$ cat config.mk
export PLATFORM = sky130hd
export DESIGN_NAME = unidade_controle_multiciclo
export DESIGN_NICKNAME = d
export VERILOG_FILES = /design/src/rtl/unidade_controle_multiciclo.sv
export SDC_FILE = /design/constraint.sdc
export NUM_CORES = 1
export LEC_CHECK = 0
export CAP_MARGIN = 10
export CORE_MARGIN = 2
export CORE_UTILIZATION = 48
export CTS_CLUSTER_SIZE = 16
export DETAILED_ROUTE_END_ITERATION = 8
export PLACE_DENSITY = 0.94
export SYNTH_ARGS = -nofsm -noshare
export SYNTH_HDL_FRONTEND = slang
export SYNTH_SLANG_ARGS = --single-unit
$ cat constraint.sdc
create_clock -name clk -period 2.7 [get_ports clk]
set_input_delay 0.27 -clock clk [delete_from_list [all_inputs] [get_ports clk]]
set_output_delay 0.27 -clock clk [all_outputs]
set_load 0.005 [all_outputs]
$ cat src/rtl/unidade_controle_multiciclo.sv
// Moore control FSM for the multicycle RISC-V datapath: sequences fetch/decode/execute,
// handshakes with a variable-latency memory and guards every memory wait with a watchdog.
module unidade_controle_multiciclo #(
    parameter int MEM_WAIT_MAX    = 15,
    parameter bit HALT_ON_ILLEGAL = 1'b1
) (
    input  logic       clk,
    input  logic       rst_n,
    input  logic [6:0] opcode,
    input  logic [2:0] funct3,
    input  logic [6:0] funct7,
    input  logic       zero,
    input  logic       mem_ready,
    output logic       PCWrite,
    output logic       IRWrite,
    output logic       RegWrite,
    output logic       MemRead,
    output logic       MemWrite,
    output logic       AdrSrc,
    output logic [1:0] ResultSrc,
    output logic [1:0] ALUSrcA,
    output logic [1:0] ALUSrcB,
    output logic [3:0] ALUControl,
    output logic [3:0] state,
    output logic       error
);
    typedef enum logic [3:0] {
        S_FETCH    = 4'd0,
        S_DECODE   = 4'd1,
        S_MEMADR   = 4'd2,
        S_MEMREAD  = 4'd3,
        S_MEMWB    = 4'd4,
        S_MEMWRITE = 4'd5,
        S_EXECR    = 4'd6,
        S_ALUWB    = 4'd7,
        S_EXECI    = 4'd8,
        S_JAL      = 4'd9,
        S_BEQ      = 4'd10,
        S_HALT     = 4'd11
    } state_t;

    localparam logic [6:0] OP_LW  = 7'b0000011;
    localparam logic [6:0] OP_SW  = 7'b0100011;
    localparam logic [6:0] OP_R   = 7'b0110011;
    localparam logic [6:0] OP_I   = 7'b0010011;
    localparam logic [6:0] OP_JAL = 7'b1101111;
    localparam logic [6:0] OP_BEQ = 7'b1100011;

    localparam logic [3:0] ALU_ADD = 4'b0010;
    localparam logic [3:0] ALU_SUB = 4'b0110;
    localparam logic [3:0] ALU_OR  = 4'b0001;
    localparam logic [3:0] ALU_AND = 4'b0000;
    localparam logic [3:0] ALU_SLL = 4'b0011;
    localparam logic [3:0] ALU_SRL = 4'b0101;

    localparam logic [7:0] WAIT_LIMIT = 8'(MEM_WAIT_MAX);

    state_t     state_q, state_d, fault_st;
    logic [7:0] wait_q, wait_d, wait_inc;
    logic       error_q, error_d;
    logic       in_wait, timeout, f3_legal;
    logic [3:0] alu_r, alu_i;
    logic       pcw, irw, rgw, mrd, mwr;
    logic       unused_funct7;

    assign unused_funct7 = ^{funct7[6], funct7[4:0]};

    // funct3 decode shared by EXECR and EXECI; only R-type honours the SUB bit
    always_comb begin
        f3_legal = 1'b1;
        alu_r    = ALU_ADD;
        case (funct3)
            3'b000:  alu_r = funct7[5] ? ALU_SUB : ALU_ADD;
            3'b110:  alu_r = ALU_OR;
            3'b111:  alu_r = ALU_AND;
            3'b001:  alu_r = ALU_SLL;
            3'b101:  alu_r = ALU_SRL;
            default: f3_legal = 1'b0;
        endcase
        alu_i = (funct3 == 3'b000) ? ALU_ADD : alu_r;
    end

    assign in_wait  = (state_q == S_FETCH) || (state_q == S_MEMREAD) || (state_q == S_MEMWRITE);
    assign wait_inc = wait_q + 8'd1;
    // a ready arriving on the limit cycle still completes normally
    assign timeout  = in_wait && !mem_ready && (wait_inc == WAIT_LIMIT);
    assign fault_st = HALT_ON_ILLEGAL ? S_HALT : S_FETCH;

    always_comb begin
        state_d = state_q;
        error_d = error_q;
        wait_d  = 8'd0;
        case (state_q)
            S_FETCH:    if (mem_ready) state_d = S_DECODE;
            S_DECODE: begin
                case (opcode)
                    OP_LW, OP_SW: state_d = S_MEMADR;
                    OP_R:         state_d = S_EXECR;
                    OP_I:         state_d = S_EXECI;
                    OP_JAL:       state_d = S_JAL;
                    OP_BEQ:       state_d = S_BEQ;
                    default: begin
                        error_d = 1'b1;
                        state_d = fault_st;
                    end
                endcase
            end
            S_MEMADR:   state_d = (opcode == OP_LW) ? S_MEMREAD : S_MEMWRITE;
            S_MEMREAD:  if (mem_ready) state_d = S_MEMWB;
            S_MEMWB:    state_d = S_FETCH;
            S_MEMWRITE: if (mem_ready) state_d = S_FETCH;
            S_EXECR, S_EXECI: begin
                if (!f3_legal) error_d = 1'b1;
                state_d = S_ALUWB;
            end
            S_ALUWB:    state_d = S_FETCH;
            S_JAL:      state_d = S_ALUWB;
            S_BEQ:      state_d = S_FETCH;
            S_HALT:     state_d = S_HALT;
            default:    state_d = S_FETCH;
        endcase
        if (timeout) begin
            error_d = 1'b1;
            state_d = fault_st;
        end else if (in_wait && !mem_ready && state_d == state_q) begin
            wait_d = wait_inc;
        end
    end

    always_ff @(posedge clk or negedge rst_n) begin
        if (!rst_n) begin
            state_q <= S_FETCH;
            wait_q  <= 8'd0;
            error_q <= 1'b0;
        end else begin
            state_q <= state_d;
            wait_q  <= wait_d;
            error_q <= error_d;
        end
    end

    always_comb begin
        pcw        = 1'b0;
        irw        = 1'b0;
        rgw        = 1'b0;
        mrd        = 1'b0;
        mwr        = 1'b0;
        AdrSrc     = 1'b0;
        ResultSrc  = 2'b00;
        ALUSrcA    = 2'b00;
        ALUSrcB    = 2'b00;
        ALUControl = ALU_ADD;
        case (state_q)
            S_FETCH: begin
                mrd       = 1'b1;
                ALUSrcB   = 2'b10;
                ResultSrc = 2'b10;
                irw       = mem_ready;
                pcw       = mem_ready;
            end
            S_DECODE: begin
                ALUSrcA = 2'b01;
                ALUSrcB = 2'b01;
            end
            S_MEMADR: begin
                ALUSrcA = 2'b10;
                ALUSrcB = 2'b01;
            end
            S_MEMREAD: begin
                mrd    = 1'b1;
                AdrSrc = 1'b1;
            end
            S_MEMWB: begin
                ResultSrc = 2'b01;
                rgw       = 1'b1;
            end
            S_MEMWRITE: begin
                mwr    = 1'b1;
                AdrSrc = 1'b1;
            end
            S_EXECR: begin
                ALUSrcA    = 2'b10;
                ALUControl = alu_r;
            end
            S_EXECI: begin
                ALUSrcA    = 2'b10;
                ALUSrcB    = 2'b01;
                ALUControl = alu_i;
            end
            S_ALUWB:  rgw = 1'b1;
            S_JAL: begin
                ALUSrcA = 2'b01;
                ALUSrcB = 2'b10;
                pcw     = 1'b1;
            end
            S_BEQ: begin
                ALUSrcA    = 2'b10;
                ALUControl = ALU_SUB;
                pcw        = zero;
            end
            default: ;
        endcase
    end

    // strobes are gated by rst_n so an asynchronous reset silences them immediately
    assign PCWrite  = pcw & rst_n;
    assign IRWrite  = irw & rst_n;
    assign RegWrite = rgw & rst_n;
    assign MemRead  = mrd & rst_n;
    assign MemWrite = mwr & rst_n;
    assign state    = state_q;
    assign error    = error_q;
endmodule

---- Word-level counts from Yosys, hierarchy flattened ----
Index checks and enable logic that the tools add are counted.
cells by class
  $add $sub $neg .......................... 1
  multiply operators ...................... 0
  divide/modulo/power cells ............... 0
  order comparisons ....................... 0
  equality and inequality tests ........... 25
  shift operators ......................... 0
  multiplexer cells ....................... 27
  bitwise logic cells ..................... 5
  reductions and logical operators ........ 22
operator list
  operator                                                          number
  4-bit case mux with 7 select lines                                1
  4-bit 2-to-1 mux                                                  5
  4-bit case mux with 5 select lines                                1
  4-bit by 3-bit == test with 1-bit output (second input constant)  4
  4-bit == test (second input constant)                             4
  8-bit 2-to-1 mux                                                  2
  3-bit case mux with 5 select lines                                1
  7-bit by 6-bit == test with 1-bit output (second input constant)  2
  7-bit == test (second input constant)                             2
  2-bit OR reduction                                                7
  2-bit case mux with 2 select lines                                3
  4-bit case mux with 3 select lines                                1
  3-bit == test (second input constant)                             3
  1-bit 2-to-1 mux                                                  9
  8-bit by 1-bit adder with 8-bit output (second input constant)    1
  4-bit by 2-bit == test with 1-bit output (second input constant)  2
  8-bit by 4-bit == test with 1-bit output (second input constant)  1
  7-bit by 2-bit == test with 1-bit output (second input constant)  1
  7-bit by 5-bit == test with 1-bit output (second input constant)  1
  3-bit 2-to-1 mux                                                  2
  3-bit != test (second input constant)                             2
  3-bit OR reduction                                                2
  6-bit OR reduction                                                1
  1-bit bitwise AND                                                 5
  other kinds (14)                                                  17
storage, ports and cells
  register bits ........................... 13
  bits in latches ......................... 0
  bits in writable memories ............... 0
  ROM bits ................................ 0
  input bits .............................. 21
  output and inout bits ................... 21
  word-level logic and storage cells ...... 83
  memories kept ........................... 0

---- Depth between registers and ports, before layout ----
  word-level depth ........................ 8
  gate-level depth with buffers ........... 6

---- Least setup slack after synthesis ----
Ideal clock, no wire load.
  path type ............................... register to register
  start point ............................. reg wait_q[0]
  end point ............................... reg state_q[2] (netlist: state[2])
  arrival ................................. 1600 ps
  data required time ...................... 2576 ps
  setup slack ............................. 976 ps
  stages on the path, launching flop included .. 6
  path buffers ............................ 0
  clock period less this slack ............ 1724 ps
  path through ............................ dfrtp_1 > ha_1 > xnor2_1 > nand4bb_1 > or4b_4 > o31a_1
between the ends
  word-level cells in the longest chain between the ends .. 4
RTL lines
  what                                      line  text
  start: declaration                        59    logic [7:0] wait_q, wait_d, wait_inc;
  start signal: assignment                  137   wait_q <= wait_d;
  8-bit by 1-bit adder with 8-bit output    84    assign wait_inc = wait_q + 8'd1;
  8-bit by 4-bit == test with 1-bit output  86    assign timeout = in_wait && !mem_ready && (wait_inc == WAIT_LIMIT);
  1-bit logical AND                         86
  4-bit 2-to-1 mux                          122   if (timeout) begin
  named net state_d[2]                      58    state_t state_q, state_d, fault_st;
  end signal: assignment                    136   state_q <= state_d;
  end: declaration                          58
The timed path passes the listed nets, and every way through them passes these cells.
A chain may end at the register's enable or synchronous reset.

---- Worst setup path in the final report ----
  start point ............................. in funct3[2]
  end point ............................... out ALUControl[2]
between the ends
  word-level cells in the longest chain between the ends .. 4
RTL lines
  what                                    line  text
  start: declaration                      10    input logic [2:0] funct3,
  3-bit == test (tied with other cells)   72    case (funct3)
  3-bit case mux with 5 select lines      72
  4-bit 2-to-1 mux                        80    alu_i = (funct3 == 3'b000) ? ALU_ADD : alu_r;
  4-bit case mux with 3 select lines (*)  153   case (state_q)
  end: declaration                        23    output logic [3:0] ALUControl,
Mark *: on every way between the ends. The rest lies on a longest branch, timed or not.

==> metrics.md <==
| Metric | Value |
|---|---|
| Status | `finished clean` |
| Delay of the slowest critical-path stage | `0.52 ns` |
| WP data required | `2.43 ns` |
| Clock Skew | `0.000788 ns` |
| Setup TNS | `0 ns` |
| Grt total ovfl | `0` |
| Setup CP Type | `input port to primary output` |
| Setup-failing EPs final | `0` |
| Clock power share | `8.8%` |
| Sequential fraction of design power | `22.2%` |
| Sw Share | `42.9%` |
| Synth Area in Compound Gates | `16.8%` |
| Seq/Total Area, Yosys | `28.4%` |
| Worst-case clock buffer depth | `2` |
| Gate power share | `69.1%` |
| 1st-pass router iterations | `4` |
| Antenna-violating nets left | `0` |
| Crit path max-delay family | `buffers and inverters` |
| Syn Inst Count | `146` |
| Routed wire length per instance | `14.4 µm` |
| Routability-driven placement congestion ratio | `0.797` |
| CP Depth | `6` |
| IO Port Bufs | `34` |
| Total wire length | `2990 µm` |
| Antenna diodes | `0` |
| Max rail drop VDD | `0.717 mV` |
| XOR/XNOR Fraction of Synth Area | `6.88%` |
| TritonCTS Sinks | `13` |
| Tmin final | `2.53 ns` |
| Final Max Tran Viols | `0` |
| Cell area after synthesis | `1150 µm²` |
| Unrepaired setup endpoints after global routing | `no` |
| CP dominant cell by count | `clkdlybuf4s50_1` |
| Synth Area in Simple Gates | `39.6%` |
| Leak | `0.614 nW` |
| Fin. Hold Viols | `0` |
| Crit. End Element | `primary output` |
| Vias per inst | `5.84` |
| Tightest Hold Check Type | `input port to async pin` |
| Startpoint types | `input port` |
| Worst-path clk slew | `0.07 ns` |
| Post-CTS resize count | `0` |
| Vias in the first global route | `1154` |
| Syn_nets | `169` |
| RR Startpoint | `wait_q[0]$_DFF_PN0_` |
| Total die area | `2790 µm²` |
| Multiplexer area fraction after synthesis | `0.983%` |
| Initial antenna violation count | `0` |
| Fmax | `395 MHz` |
| CTS Hold Bufs | `0` |
| Post-DP HPWL | `2300 µm` |
| CTS tree | `done` |
| Die X | `52.9 µm` |
| Area growth syn-to-layout | `34.5%` |
| Post-CTS Setup Repair Bufs | `0` |
| Clock latency on the worst-skew pair | `0.28 ns` |
| Post-Syn Area per Cell | `7.85 µm²` |
| Net switching power | `0.000590 W` |
| Core Area | `2230 µm²` |
| Gr usage total | `24.2%` |
| Number of core rows | `17` |
| Layout Nets | `204` |
| CP max FO | `6` |
| # DRC | `0` |
| Worst path cell trace | `clkdlybuf4s50_1 -> or3b_2 -> a211oi_1 -> o21ai_0 -> a21oi_1 -> clkdlybuf4s50_1` |
| Seq cells post-synth | `13` |
| Worst Path Arrival | `2.26 ns` |
| H-tree depth | `1` |
| DP Worst Slack | `0.184 ns` |
| Reg2Reg Setup Slack | `0.82 ns` |
| Share of cells above drive strength 1 | `7.78%` |
| Util after Layout | `69.0%` |
| Pin count of the biggest net entering global routing | `21` |
| First-pass GRT wire length | `4810 µm` |
| CP bufs+invs | `2` |
| Final Cycle Share | `93.8%` |
| Slowest cell on crit path | `clkdlybuf4s50_1` |
| Filler instances | `182` |
| Post-synth cell types | `44` |
| Initial Util | `51.3%` |
| Cts bufs inserted | `3` |
| Final hold slack | `0.327 ns` |
| CP endpoint | `ALUControl[2]` |
| Ports | `42` |
| Power Internal | `0.000785 W` |
| Total power | `0.00138 W` |
| Yosys warning total | `0` |
| R2r worst-path depth | `5` |
| DR iter-0 viols | `24` |
| Max Cap Viol | `0` |
| Die height | `52.9 µm` |
| CP Launch Point | `funct3[2]` |
| Post-Synth Adder-Cell Area | `2.18%` |
| Vias | `1214` |
| Worst setup margin | `0.168 ns` |
| Critical R2R Capture | `state[2]$_DFF_PN0_` |
| Clock root buffer master | `clkbuf_4` |
| Pwr per Cell Area | `892 nW/µm²` |
| Largest family of logic cells by synthesized area | `simple AND/OR/NAND/NOR gates` |
-- Yosys cell counts, drive strengths merged --
library cell   n  area, µm²
a2111oi        1       8.76
a211o          1       8.76
a211oi         5       37.5
a21boi         1       7.51
a21o           2       15.0
a21oi          6       30.0
a31oi          2       12.5
and2           1       6.26
and3           4       26.3
and3b          1       8.76
buf            7       36.3
clkbuf         2       7.51
conb           1       3.75
dfrtp         13        325
ha             2       25.0
inv            3       11.3
mux2           1       11.3
nand2         10       37.5
nand2b         8       50.1
nand3          5       25.0
nand3b         3       22.5
nand4          4       25.0
nand4b         2       17.5
nand4bb        2       22.5
nor2          18       67.6
nor2b          5       31.3
nor3           8       40.0
nor3b          1       7.51
nor4           2       12.5
nor4bb         1       10.0
o211ai         2       15.0
o21a           1       7.51
o21ai          3       15.0
o22a           1       8.76
o31a           3       26.3
or2            2       12.5
or3b           2       17.5
or4b           1       13.8
xnor2          2       17.5
xor2           7       61.3
-- power groups by stage --
stage	clock network, W	registers (W)	logic (W)
floorplan	0	0.000281	0.000555
global placement	0	0.000304	0.000897
detailed placement	0	0.000308	0.000934
CTS	0.000123	0.000305	0.000939
global route	0.000134	0.000314	0.00104
finish	0.000120	0.000305	0.000950
-- state kept, by name, indices dropped and copies added, names as in the netlist --
register and cells:
error 1, state 4, wait_q 8
-- worst reg2reg max path, cell delays in order, from the launching register on --
cell and delay, ns:
dfrtp_1 0.41, ha_1 0.25, xnor2_1 0.16, nand4bb_1 0.24, or4b_4 0.58, o31a_1 0.13
-- kinds of logic after synthesis --
kind of cell             count (synthesis)
multiplexers                             1
XOR/XNOR                                 9
AND/OR/NAND/NOR                         80
other                                    1
AO/OA/AOI/OAI                           28
flip-flops                              13
buffers and inverters                   12
adder cells (fa/ha/maj)                  2
-- per-layer routing --
layer / GRT usage (%) / share of wire, % / vias up
li1: - / - / 594
met1: 26.0 / 43 / 567
met2: 43.1 / 49 / 44
met3: 4.52 / 5.3 / 9
met4: 15.4 / 2.8 / 0
met5: 0 / 0 / -
-- cell usage in the layout (no fill, tap or decap), types with 4 or more instances in the layout --
master / n
a211oi_1: 5
a21oi_1: 6
buf_4: 5
clkdlybuf4s50_1: 34
dfrtp_1: 13
nand2_1: 10
nand2b_1: 8
nand3_1: 5
nand4_1: 4
nor2_1: 18
nor2b_1: 5
nor3_1: 8
xor2_1: 7
-- metrics by stage --
step	area [µm²]	cells
after floorplan	1150	146
after global placement	1520	204
after detailed placement	1520	204
after CTS	1540	208
after global routing	1540	208
final	1540	208
-- area by class of cell --
type                    instances  area, µm²  share of cell area (%)
repair buffers                 39        378                    24.5
clock buffers                   4       26.3                    1.70
well taps                      28       35.0                    2.27
inverters                       3       11.3                   0.731
flip-flops and latches         13        325                    21.1
multi-input cells             121        766                    49.7
-- worst min path at each step --
stage / slack (ns) / start / cells past startpoint / end
2_1_floorplan: -0.03 / rst_n / 0 / error$_DFFE_PN0P_
3_3_place_gp: 0.46 / wait_q[0]$_DFF_PN0_ / 1 / wait_q[0]$_DFF_PN0_
3_5_place_dp: 0.48 / wait_q[0]$_DFF_PN0_ / 1 / wait_q[0]$_DFF_PN0_
4_1_cts: 0.33 / rst_n / 2 / state[0]$_DFF_PN0_
5_1_grt: 0.35 / rst_n / 2 / wait_q[4]$_DFF_PN0_
6_report: 0.33 / rst_n / 2 / state[0]$_DFF_PN0_
No activity file was read; power rests on OpenSTA's default activity.
